**src/rtl/mem_port_arbiter.sv**
```systemverilog
// Single-port memory arbiter for the HMMM core: fixed-priority core access with a
// starvation-bounded loader slot and fixed-latency read sequencing (one read outstanding).
module mem_port_arbiter #(
    parameter int AW      = 8,
    parameter int DW      = 16,
    parameter int LAT     = 1,
    parameter int MAXWAIT = 4
) (
    input  logic          ph1,
    input  logic          reset,

    input  logic          cpu_req,
    input  logic          cpu_we,
    input  logic [AW-1:0] cpu_addr,
    input  logic [DW-1:0] cpu_wdata,
    output logic          cpu_gnt,
    output logic          cpu_rvalid,
    output logic [DW-1:0] cpu_rdata,

    input  logic          dbg_req,
    input  logic          dbg_we,
    input  logic [AW-1:0] dbg_addr,
    input  logic [DW-1:0] dbg_wdata,
    output logic          dbg_gnt,
    output logic          dbg_rvalid,
    output logic [DW-1:0] dbg_rdata,

    output logic          mem_en,
    output logic          mem_we,
    output logic [AW-1:0] mem_addr,
    output logic [DW-1:0] mem_wdata,
    input  logic [DW-1:0] mem_rdata,

    output logic          busy
);

    typedef enum logic {
        IDLE,
        RDWAIT
    } state_t;

    typedef enum logic {
        OWNER_CPU = 1'b0,
        OWNER_DBG = 1'b1
    } owner_t;

    localparam logic [3:0] WAIT_MAX = 4'(MAXWAIT);
    localparam logic [2:0] LAT_INIT = 3'(LAT);

    state_t     state, state_next;
    owner_t     owner, owner_next;
    logic [2:0] lat_cnt, lat_cnt_next;
    logic [3:0] wait_cnt, wait_cnt_next;

    logic       data_cycle;
    logic       can_grant;
    logic       rd_issue;

    // The last RDWAIT cycle carries the returning data and may also issue a new access.
    assign data_cycle = (state == RDWAIT) && (lat_cnt == 3'd1);
    assign can_grant  = reset && ((state == IDLE) || data_cycle);

    // NOTE: every signal driven here gets a default first so no path leaves it
    // unassigned; otherwise synthesis would infer a latch to hold the old value.
    always_comb begin
        cpu_gnt = 1'b0;
        dbg_gnt = 1'b0;
        if (can_grant) begin
            if (dbg_req && (!cpu_req || (wait_cnt == WAIT_MAX))) begin
                dbg_gnt = 1'b1;
            end else if (cpu_req) begin
                cpu_gnt = 1'b1;
            end
        end
    end

    always_comb begin
        mem_en    = cpu_gnt | dbg_gnt;
        mem_we    = 1'b0;
        mem_addr  = '0;
        mem_wdata = '0;
        if (cpu_gnt) begin
            mem_we    = cpu_we;
            mem_addr  = cpu_addr;
            mem_wdata = cpu_wdata;
        end else if (dbg_gnt) begin
            mem_we    = dbg_we;
            mem_addr  = dbg_addr;
            mem_wdata = dbg_wdata;
        end
    end

    always_comb begin
        cpu_rvalid = reset && data_cycle && (owner == OWNER_CPU);
        dbg_rvalid = reset && data_cycle && (owner == OWNER_DBG);
        cpu_rdata  = cpu_rvalid ? mem_rdata : '0;
        dbg_rdata  = dbg_rvalid ? mem_rdata : '0;
        busy       = reset && (state == RDWAIT) && !data_cycle;
    end

    assign rd_issue = mem_en && !mem_we;

    always_comb begin
        state_next   = state;
        owner_next   = owner;
        lat_cnt_next = lat_cnt;
        if (rd_issue) begin
            state_next   = RDWAIT;
            owner_next   = dbg_gnt ? OWNER_DBG : OWNER_CPU;
            lat_cnt_next = LAT_INIT;
        end else if (state == RDWAIT) begin
            if (data_cycle) begin
                state_next   = IDLE;
                lat_cnt_next = 3'd0;
            end else begin
                lat_cnt_next = lat_cnt - 3'd1;
            end
        end
    end

    // A grant clears the count even on the cycle it would have saturated.
    always_comb begin
        wait_cnt_next = wait_cnt;
        if (dbg_gnt) begin
            wait_cnt_next = 4'd0;
        end else if (dbg_req && (wait_cnt != WAIT_MAX)) begin
            wait_cnt_next = wait_cnt + 4'd1;
        end
    end

    // NOTE: state registers use non-blocking assignments so every flop samples
    // the pre-edge values, independent of statement order.
    always_ff @(posedge ph1) begin
        if (!reset) begin
            state    <= IDLE;
            owner    <= OWNER_CPU;
            lat_cnt  <= 3'd0;
            wait_cnt <= 4'd0;
        end else begin
            state    <= state_next;
            owner    <= owner_next;
            lat_cnt  <= lat_cnt_next;
            wait_cnt <= wait_cnt_next;
        end
    end

endmodule

```
**config.mk**
```make
export PLATFORM = sky130hd
export DESIGN_NAME = mem_port_arbiter
export DESIGN_NICKNAME = d
export VERILOG_FILES = /design/src/rtl/mem_port_arbiter.sv
export SDC_FILE = /design/constraint.sdc
export NUM_CORES = 1
export LEC_CHECK = 0
export CORE_MARGIN = 5
export CORE_UTILIZATION = 29
export DETAILED_ROUTE_END_ITERATION = 8
export HOLD_SLACK_MARGIN = 0.05
export PLACE_DENSITY = 0.9
export SYNTH_ARGS = -nofsm -noshare
export SYNTH_HDL_FRONTEND = slang
export SYNTH_SLANG_ARGS = --single-unit
export TNS_END_PERCENT = 20
```
**constraint.sdc**
```tcl
create_clock -name ph1 -period 1.9 [get_ports ph1]
set_input_delay 0.38 -clock ph1 [delete_from_list [all_inputs] [get_ports ph1]]
set_output_delay 0.38 -clock ph1 [all_outputs]
set_load 0.005 [all_outputs]
```
Word-level counts from Yosys, hierarchy flattened
Cells that the tools add are included.
{"block": "word_totals", "reg_bits": 9, "latchBits": 0, "ramBits": 0, "mem_bits_ro": 0, "in_bits": 70, "output_inout_bits": 63, "wordCells": 52, "mem_count": 0}
{"block": "op_classes", "addsub": 2, "n_mul": 0, "n_div": 0, "magnitude_cmp": 0, "n_eq_ne": 3, "n_shift": 0, "n_mux": 20, "n_bitwise": 4, "reduce_logical": 18}
{"cell": "16-bit two-way mux", "count": 4}
{"cell": "8-bit two-way mux", "count": 2}
{"cell": "1-bit two-way mux", "count": 13}
{"cell": "1-bit logical AND", "count": 10}
{"cell": "4-bit by 1-bit adder with 4-bit output, second input constant", "count": 1}
{"cell": "4-bit by 3-bit == test with 1-bit output, second input constant", "count": 1}
{"cell": "4-bit by 3-bit inequality test with 1-bit output, second input constant", "count": 1}
{"cell": "2-bit OR reduction", "count": 2}
{"cell": "3-bit by 1-bit == test with 1-bit output, second input constant", "count": 1}
{"cell": "1-bit zero test", "count": 3}
{"cell": "3-bit two-way mux", "count": 1}
{"cell": "1-bit inverter", "count": 3}
{"cell": "3-bit by 1-bit subtractor with 3-bit output, second input constant", "count": 1}
{"cell": "1-bit logical OR", "count": 2}
{"cell": "2-bit nonzero test", "count": 1}
{"cell": "1-bit bitwise OR", "count": 1}

Depth between registers and ports, before layout
Gate-level depths: netlist (run 1).
{"block": "logic_depth", "ltp_word": 10, "mapped_depth": 7, "mapped_depth_nobuf": 6}

Worst setup path after synthesis (run 1)
Ideal clock, no wire load.
{"block": "synth_timing", "kind": "reg-to-output", "from": "register lat_cnt[1]", "to": "output port dbg_rdata[10]", "t_arrival_ns": 1.341, "path_slack_ns": 0.179, "stages_incl_launch_ff": 8, "path_cell_list": "dfxtp_1 -> inv_1 -> ha_1 -> nor2b_2 -> and4_1 -> buf_2 -> buf_4 -> and2_1"}
{"block": "synth_between", "elab_chain_cells": 5}
{"element": "start: declaration", "line_no": "52", "source": "logic [2:0] lat_cnt, lat_cnt_next;"}
{"element": "start signal: assignment", "line_no": "142", "source": "lat_cnt <= lat_cnt_next;"}
{"element": "3-bit by 1-bit == test with 1-bit output", "line_no": "60", "source": "assign data_cycle = (state == RDWAIT) && (lat_cnt == 3'd1);"}
{"element": "1-bit logical AND", "line_no": "60"}
{"element": "1-bit logical AND (2 in a row)", "line_no": "95", "source": "dbg_rvalid = reset && data_cycle && (owner == OWNER_DBG);"}
{"element": "via dbg_rvalid", "line_no": "25", "source": "output logic dbg_rvalid,"}
{"element": "16-bit two-way mux", "line_no": "97", "source": "dbg_rdata = dbg_rvalid ? mem_rdata : '0;"}
{"element": "end: declaration", "line_no": "26", "source": "output logic [DW-1:0] dbg_rdata,"}
The timed path passes the listed nets, and every way through them passes these cells.

Worst setup path in the final report (run 1)
{"block": "layout_timing", "from": "register wait_cnt[0]", "to": "output port mem_wdata[12]"}
{"block": "layout_between", "elab_chain_cells": 7, "elab_cells_between_ends": 9}
{"element": "start: declaration", "line_no": "53", "source": "logic [3:0] wait_cnt, wait_cnt_next;"}
{"element": "start signal: assignment", "line_no": "143", "source": "wait_cnt <= wait_cnt_next;"}
{"element": "4-bit by 3-bit == test with 1-bit output (*)", "line_no": "69", "source": "if (dbg_req && (!cpu_req || (wait_cnt == WAIT_MAX))) begin"}
{"element": "1-bit logical OR (*)", "line_no": "69"}
{"element": "1-bit logical AND (*)", "line_no": "69"}
{"element": "1-bit two-way mux", "line_no": "69"}
{"element": "1-bit two-way mux", "line_no": "68", "source": "if (can_grant) begin"}
{"element": "16-bit two-way mux", "line_no": "86", "source": "end else if (dbg_gnt) begin"}
{"element": "16-bit two-way mux (*)", "line_no": "82", "source": "if (cpu_gnt) begin"}
{"element": "end: declaration", "line_no": "31", "source": "output logic [DW-1:0] mem_wdata,"}
Every way passes the cells marked *; elsewhere a longest branch is shown, timed or not.

==> impl_metrics.sql, run 1 <==
INSERT INTO impl_metrics (metric_group, metric, value, unit) VALUES
('sta', 'setup_repair_after_global_routing_missed_its_margin', 'true', ''),
('critical_path', 'crit-reg2reg-capture', 'wait_cnt[0]', ''),
('worst_hold_path', 'hold_path_depth', '2', ''),
('route', 'met3_wirelength', '904', 'µm'),
('final_layout', 'post-route-util', '78.7', '%'),
('power_and_ir_drop', 'p_int', '764', 'µW'),
('synth', 'synth.area.top_cells', 'sky130_fd_sc_hd__and2_1, sky130_fd_sc_hd__dfxtp_1, sky130_fd_sc_hd__a21oi_1', ''),
('clocking', 'tritoncts', 'done', ''),
('sta', 'setup_violations', '52', ''),
('synth', 'yosys_warnings', '0', ''),
('critical_path', 'highest_fanout_seen_on_the_critical_path', '12', ''),
('synth', 'post-synth-top-area-cell', 'sky130_fd_sc_hd__and2_1', ''),
('route', 'vias', '2198', ''),
('synth', 'netlist_area_pre_place', '1230', 'µm²'),
('power_and_ir_drop', 'p_comb_share', '60.5', '%'),
('final_layout', 'synthToLayoutAreaGrowth', '160', '%'),
('critical_path', 'reg2reg_slack', '0.18', 'ns'),
('clocking', 'worst_skew_pair.late_latency', '0.24', 'ns'),
('synth', 'synth_top_flop_cell', 'sky130_fd_sc_hd__dfxtp_1', ''),
('worst_hold_path', 'hold_end', 'owner', ''),
('power_and_ir_drop', 'powerDensity', '362', 'nW/µm²'),
('final_layout', 'num-fill-cells', '276', ''),
('critical_path', 'endpoint_class_of_the_critical_path', 'output port', ''),
('final_layout', 'commonest_non_fill_non_tap_cell_in_the_layout', 'sky130_fd_sc_hd__clkdlybuf4s50_1', ''),
('power_and_ir_drop', 'netSwitchingFraction', '33.9', '%'),
('global_routing', 'initial_antenna_violation_count', '0', ''),
('critical_path', 'crit_path_cell_trace', 'inv_2 -> ha_4 -> nand3b_4 -> buf_4 -> a21bo_4 -> buf_12 -> nand3_1 -> a21oi_2 -> buf_2', ''),
('critical_path', 'crit_path_top_delay_cell', 'sky130_fd_sc_hd__dfxtp_2', ''),
('route', 'routed_via_density', '5.14', ''),
('floorplanning', 'dieWidth', '75.1', 'µm'),
('route', 'topRoutingLayerUsed', 'met4', ''),
('route', 'avgRoutedWirePerCell', '17.8', 'µm'),
('clocking', 'clock_tree.buffer_depth', '2', ''),
('final_layout', 'antenna_cells_inserted', '0', ''),
('synth', 'netlist-cell-type-count', '33', ''),
('route', 'drc', '0', ''),
('critical_path', 'path_buf_inv', '4', ''),
('global_routing', 'grt.overflow.total', '0', ''),
('clocking', 'cts_root_buffer', 'sky130_fd_sc_hd__clkbuf_8', ''),
('run_status', 'violations', 'setup timing', ''),
('power_and_ir_drop', 'vdd.ir_drop.worst', '0.262', 'mV'),
('critical_path', 'cell_family_contributing_the_most_delay_on_the_critical_path', 'buffers and inverters', ''),
('clocking', 'clk_pin_slew_worst_paths', '0.05', 'ns'),
('floorplanning', 'start_util', '30.3', '%'),
('global_routing', 'grt_pass1_wl', '10.9', 'mm'),
('synth', 'synthesis.instances', '192', ''),
('clocking', 'clock-sinks', '9', ''),
('floorplanning', 'die_h', '75.1', 'µm'),
('synth', 'synthArstFlopShare', '0', '%'),
('sta', 'final_period_minus_worst_setup_slack', '2.12', 'ns'),
('route', 'wl', '7.61', 'mm'),
('sta', 'maxClockFrequency', '472', 'MHz'),
('critical_path', 'timing.rr.start', 'wait_cnt[0]', ''),
('floorplanning', 'io-pin-count', '133', ''),
('global_routing', 'vias_in_the_first_global_route', '2287', ''),
('power_and_ir_drop', 'seqPwrFrac', '19.3', '%'),
('clocking', 'h-tree-depth', '1', ''),
('sta', 'final.period_utilization', '112', '%'),
('sta', 'fin_ws', '-0.219', 'ns'),
('power_and_ir_drop', 'power.clock.fraction', '20.2', '%'),
('critical_path', 'worst-endpoint-arrival', '1.74', 'ns'),
('route', 'met2RoutedLength', '3.82', 'mm'),
('sta', 'finClkSkew', '0.00637', 'ns'),
('power_and_ir_drop', 'power.static_leakage', '0.00148', 'µW'),
('critical_path', 'start_kind', 'register', ''),
('run_status', 'run_status', 'finished, violations left', ''),
('final_layout', 'mostFrequentLayoutCells', 'sky130_fd_sc_hd__clkdlybuf4s50_1, sky130_fd_sc_hd__buf_2, sky130_fd_sc_hd__buf_4', ''),
('sta', 'tightest_slew', '0.316', 'ns'),
('placement', 'port_buffers', '132', ''),
('synth', 'synth_nets', '266', ''),
('route', 'antenna_violating_nets_post_route', '0', '');
logic make-up after synthesis:
| kind of cell | Yosys count | synth area share, % |
|---|---|---|
| buf+inv | 21 | 9.78 |
| fa+ha+maj | 4 | 4.07 |
| xor+xnor | 1 | 0.713 |
| compound gates | 45 | 21.7 |
| flops | 9 | 14.7 |
| simple gates | 112 | 49.1 |
flip-flops by register name (all words and copies together), names as in the netlist:
name	count
wait_cnt	4
lat_cnt	3
owner	1
state	1
worst register-to-register path, stage by stage (launching register included):
cell                       delay, ns
sky130_fd_sc_hd__dfxtp_2        0.33
sky130_fd_sc_hd__inv_2          0.08
sky130_fd_sc_hd__ha_4           0.14
sky130_fd_sc_hd__nand3b_4       0.10
sky130_fd_sc_hd__buf_4          0.15
sky130_fd_sc_hd__a21bo_4        0.24
sky130_fd_sc_hd__buf_4          0.16
sky130_fd_sc_hd__buf_4          0.14
sky130_fd_sc_hd__o21ai_2        0.20
sky130_fd_sc_hd__nor2_1         0.07
power groups by stage:
stage	Sequential, µW	Combinational (µW)	Clock, µW
final	223	699	233
after global routing	224	748	241
after CTS	221	660	224
after detailed placement	219	541	0
after global placement	217	527	0
after floorplan	218	192	0
cell usage after synthesis, types with 2 or more instances:
cell type,count
sky130_fd_sc_hd__clkbuf_1,2
sky130_fd_sc_hd__and2_1,32
sky130_fd_sc_hd__nand2b_1,2
sky130_fd_sc_hd__buf_2,6
sky130_fd_sc_hd__o21ai_2,2
sky130_fd_sc_hd__buf_4,3
sky130_fd_sc_hd__inv_2,2
sky130_fd_sc_hd__inv_1,5
sky130_fd_sc_hd__nand2_1,30
sky130_fd_sc_hd__a211oi_1,3
sky130_fd_sc_hd__dfxtp_1,9
sky130_fd_sc_hd__nor2_1,8
sky130_fd_sc_hd__nand3_1,26
sky130_fd_sc_hd__buf_6,3
sky130_fd_sc_hd__ha_1,4
sky130_fd_sc_hd__and3_1,2
sky130_fd_sc_hd__o21ai_0,3
sky130_fd_sc_hd__nor3_1,4
sky130_fd_sc_hd__a21oi_1,32
routing by layer:
metal,up-vias,track usage (%)
met5,-,0
met4,0,11.5
met3,21,7.08
met2,148,47.6
met1,995,24.7
li1,1034,-
area by class of cell:
class / instances / area (µm²) / share of cell area (%)
Timing Repair Buffer: 196 / 1730 / 54.3
Clock buffer: 4 / 45.0 / 1.41
Tap cell: 50 / 62.6 / 1.96
Multi-Input combinational cell: 162 / 1140 / 35.7
Inverter: 7 / 26.3 / 0.823
Sequential cell: 9 / 185 / 5.80
worst max path at each step:
stage,startpoint,end,slack [ns],depth (start not counted)
floorplan,lat_cnt[1],dbg_rdata[10],0.18,7
CTS,wait_cnt[0],mem_wdata[11],-0.21,9
global placement,dbg_req,mem_wdata[15],-0.55,6
finish,wait_cnt[0],mem_wdata[12],-0.22,9
global route,wait_cnt[0],mem_wdata[8],-0.30,9
detailed placement,dbg_req,mem_wdata[4],-0.60,6
through the flow:
step / total power [µW] / setup TNS, ns / std cells / area (µm²)
floorplan: 410 / 0 / 192 / 1230
detailed placement: 760 / -30.98 / 390 / 2790
finish: 1160 / -6.73 / 428 / 3190
global placement: 744 / -29.51 / 390 / 2790
CTS: 1100 / -5.68 / 424 / 3110
global route: 1210 / -10.82 / 428 / 3190
repair_timing:
item                                    CTS  global route
gates resized for setup                 264            67
pin swaps                                23            20
endpoints found under the setup margin   63            63
gates cloned                              6             1
setup buffers                            25             4
No activity file was read; power rests on OpenSTA's default activity.
==> run 2, diff against run 1 <==
--- a/config.mk
+++ b/config.mk
@@ -5,7 +5,7 @@
 export SDC_FILE = /design/constraint.sdc
 export NUM_CORES = 1
 export LEC_CHECK = 0
-export CORE_MARGIN = 5
+export CORE_MARGIN = 1
 export CORE_UTILIZATION = 29
 export DETAILED_ROUTE_END_ITERATION = 8
 export HOLD_SLACK_MARGIN = 0.05
==> run 2 against run 1 <==
  * The run still ends with setup timing left
  * First-iteration DRC count is 20% higher
  * Utilization decreased by 0.77 points
  * Non-clock buffer count fell by 3
  * Global-route usage is 0.79 points higher
  * Cell count shrank 0.47%
  * Clock-buffer cell count unchanged
  * Clock skew down 0.0029 ns
  * Setup slack gained 0.016 ns
  * Largest power group unchanged
==> impl_metrics.sql, run 2 (synthesis results as in run 1) <==
INSERT INTO impl_metrics (metric_group, metric, value, unit) VALUES
('floorplanning', 'dieWidth', '67.1', 'µm'),
('critical_path', 'highest_fanout_seen_on_the_critical_path', '6', ''),
('clocking', 'worst_skew_pair.late_latency', '0.23', 'ns'),
('sta', 'setup_violations', '52', ''),
('global_routing', 'grt_max_degree', '23', ''),
('final_layout', 'regMostFlops', 'wait_cnt', ''),
('clocking', 'cts.hold.buffers_added', '0', ''),
('clocking', 'cts_inserted_buffers', '3', ''),
('sta', 'final_hold_viol_count', '0', ''),
('clocking', 'clock_tree.buffer_depth', '2', ''),
('worst_hold_path', 'hold_end', 'wait_cnt[3]', ''),
('critical_path', 'worst-endpoint-arrival', '1.72', 'ns'),
('worst_hold_path', 'hold_path_depth', '2', ''),
('sta', 'maxClockFrequency', '475', 'MHz'),
('power_and_ir_drop', 'totalPowerFinal', '1110', 'µW'),
('power_and_ir_drop', 'powerDensity', '355', 'nW/µm²'),
('global_routing', 'grt_pass1_wl', '8.84', 'mm'),
('sta', 'fin_ws', '-0.203', 'ns'),
('floorplanning', 'start_util', '30.5', '%'),
('floorplanning', 'die_area', '4500', 'µm²'),
('global_routing', 'grt.met2_usage', '50.9', '%'),
('critical_path', 'crit-reg2reg-capture', 'wait_cnt[2]', ''),
('clocking', 'tritoncts', 'done', ''),
('global_routing', 'grt_util_all_layers', '25.8', '%'),
('final_layout', 'antenna_cells_inserted', '0', ''),
('final_layout', 'mostFrequentLayoutCells', 'sky130_fd_sc_hd__clkdlybuf4s50_1, sky130_fd_sc_hd__buf_2, sky130_fd_sc_hd__buf_4', ''),
('route', 'wl', '6.42', 'mm'),
('clocking', 'clock-sinks', '9', ''),
('worst_hold_path', 'min_from', 'wait_cnt[3]', ''),
('sta', 'finClkSkew', '0.00352', 'ns'),
('final_layout', 'nets', '451', ''),
('route', 'antenna_violating_nets_post_route', '0', ''),
('placement', 'port_buffers', '132', ''),
('final_layout', 'post_route_design_area', '3140', 'µm²'),
('sta', 'final_max_slew_viol_count', '0', ''),
('global_routing', 'grt.overflow.total', '0', ''),
('sta', 'setup_repair_after_global_routing_missed_its_margin', 'true', ''),
('clocking', 'cts_root_buffer', 'sky130_fd_sc_hd__clkbuf_8', ''),
('critical_path', 'timing_worst_setup_path_type', 'register to output port', ''),
('route', 'routed_via_density', '4.89', ''),
('route', 'vias', '2084', ''),
('global_routing', 'globalRouteMet1Util', '26.1', '%'),
('final_layout', 'top_regs', 'wait_cnt x4, lat_cnt x3', ''),
('critical_path', 'rr_worst_depth', '9', ''),
('critical_path', 'worstPathRequired', '1.52', 'ns'),
('floorplanning', 'die_h', '67.1', 'µm'),
('critical_path', 'timing.rr.start', 'lat_cnt[1]', ''),
('flow_run', 'max_cap_viol_count', '0', ''),
('critical_path', 'endpoint_class_of_the_critical_path', 'output port', ''),
('final_layout', 'synthToLayoutAreaGrowth', '155', '%'),
('clocking', 'h-tree-depth', '1', ''),
('route', 'drt-initial-drc-count', '71', ''),
('power_and_ir_drop', 'power.static_leakage', '0.00146', 'µW'),
('sta', 'slew_headroom', '79.9', '%'),
('floorplanning', 'io-pin-count', '133', ''),
('global_routing', 'vias_in_the_first_global_route', '1951', ''),
('worst_hold_path', 'hold_path.class', 'register to register', ''),
('floorplanning', 'num_rows', '23', ''),
('route', 'drt_pre_antenna_iters', '4', ''),
('power_and_ir_drop', 'vdd.ir_drop.worst', '0.446', 'mV'),
('final_layout', 'drive_gt1_share', '48.4', '%'),
('route', 'avgRoutedWirePerCell', '15.1', 'µm'),
('route', 'drc', '0', ''),
('run_status', 'run_status', 'finished, violations left', ''),
('global_routing', 'initial_antenna_violation_count', '0', ''),
('placement', 'placed_area', '2790', 'µm²'),
('sta', 'final_period_minus_worst_setup_slack', '2.10', 'ns'),
('critical_path', 'reg2reg_slack', '0.29', 'ns'),
('final_layout', 'largest_reg_flops', '4', ''),
('global_routing', 'globalRouteMet3Util', '5.65', '%'),
('critical_path', 'start_kind', 'register', ''),
('placement', 'place_hpwl', '4.16', 'mm'),
('floorplanning', 'floorplan_core_area', '4030', 'µm²'),
('final_layout', 'commonest_non_fill_non_tap_cell_in_the_layout', 'sky130_fd_sc_hd__clkdlybuf4s50_1', ''),
('global_routing', 'top_usage_layer', 'met2', ''),
('run_status', 'violations', 'setup timing', ''),
('clocking', 'clk_pin_slew_worst_paths', '0.05', 'ns'),
('sta', 'final.period_utilization', '111', '%'),
('sta', 'tightest_slew', '0.299', 'ns'),
('placement', 'gpl_congestion', '0.795', '');
==> run 2: changes by cell type in the layout (fill, tap and decap cells not counted), sizes merged <==
cell	delta
bufbuf	+1
buf	-4
clkdlybuf4s15	+2
clkbuf	-2
and4	+1
==> run 2: how the worst max path moves through the flow <==
stage | from | end | slack (ns) | cells after the start
after floorplan | lat_cnt[1] | dbg_rdata[10] | 0.18 | 7
after global placement | cpu_req | mem_addr[6] | -0.53 | 7
after detailed placement | cpu_req | mem_wdata[2] | -0.56 | 7
after CTS | wait_cnt[0] | mem_we | -0.19 | 9
after global routing | wait_cnt[0] | mem_addr[5] | -0.29 | 9
final | wait_cnt[0] | mem_addr[5] | -0.20 | 9
==> run 2: layer usage <==
metal,vias to the layer above,wire length [µm]
li1,1031,-
met1,947,2410
met2,94,3390
met3,12,530
met4,0,79
met5,-,0
==> run 2: layout make-up <==
| cell class | count | area [µm²] |
|---|---|---|
| repair buffers | 193 | 1690 |
| multi-input cells | 163 | 1130 |
| fillers | 318 | 891 |
| well taps | 50 | 62.6 |
| flip-flops and latches | 9 | 185 |
| inverters | 7 | 26.3 |
| clock buffers | 4 | 45.0 |
==> run 2: through the flow <==
stage	setup slack, ns	setup TNS (ns)	hold slack, ns	cells	util [%]
floorplan	0.179	0	0.463	192	-
global placement	-0.527	-27.51	0.487	388	69.3
detailed placement	-0.561	-28.88	0.508	388	69.3
CTS	-0.185	-6.30	0.520	421	75.0
global route	-0.288	-9.82	0.568	426	77.9
finish	-0.203	-6.35	0.523	426	77.9
==> run 2: what timing repair did <==
item	in CTS	in global routing
endpoints found under the setup margin	63	60
cloned	6	1
pin swaps	18	18
setup buffers	24	7
gates resized for setup	252	67
==> run 2: critical path, stage by stage, from the launching register on <==
cell	delay [ns]
sky130_fd_sc_hd__dfxtp_2	0.32
sky130_fd_sc_hd__inv_2	0.07
sky130_fd_sc_hd__ha_4	0.15
sky130_fd_sc_hd__nand3b_4	0.10
sky130_fd_sc_hd__a21boi_4	0.24
sky130_fd_sc_hd__buf_6	0.16
sky130_fd_sc_hd__buf_8	0.13
sky130_fd_sc_hd__nand2_2	0.06
sky130_fd_sc_hd__a21oi_2	0.13
sky130_fd_sc_hd__buf_2	0.12
==> run 2: power by group <==
group | switching (µW) | internal [µW] | leakage (µW)
sequential | 14.6 | 207 | 0.0000751
clock | 80.3 | 147 | 0.0000228
combinational | 268 | 397 | 0.00136
total | 362 | 750 | 0.00146
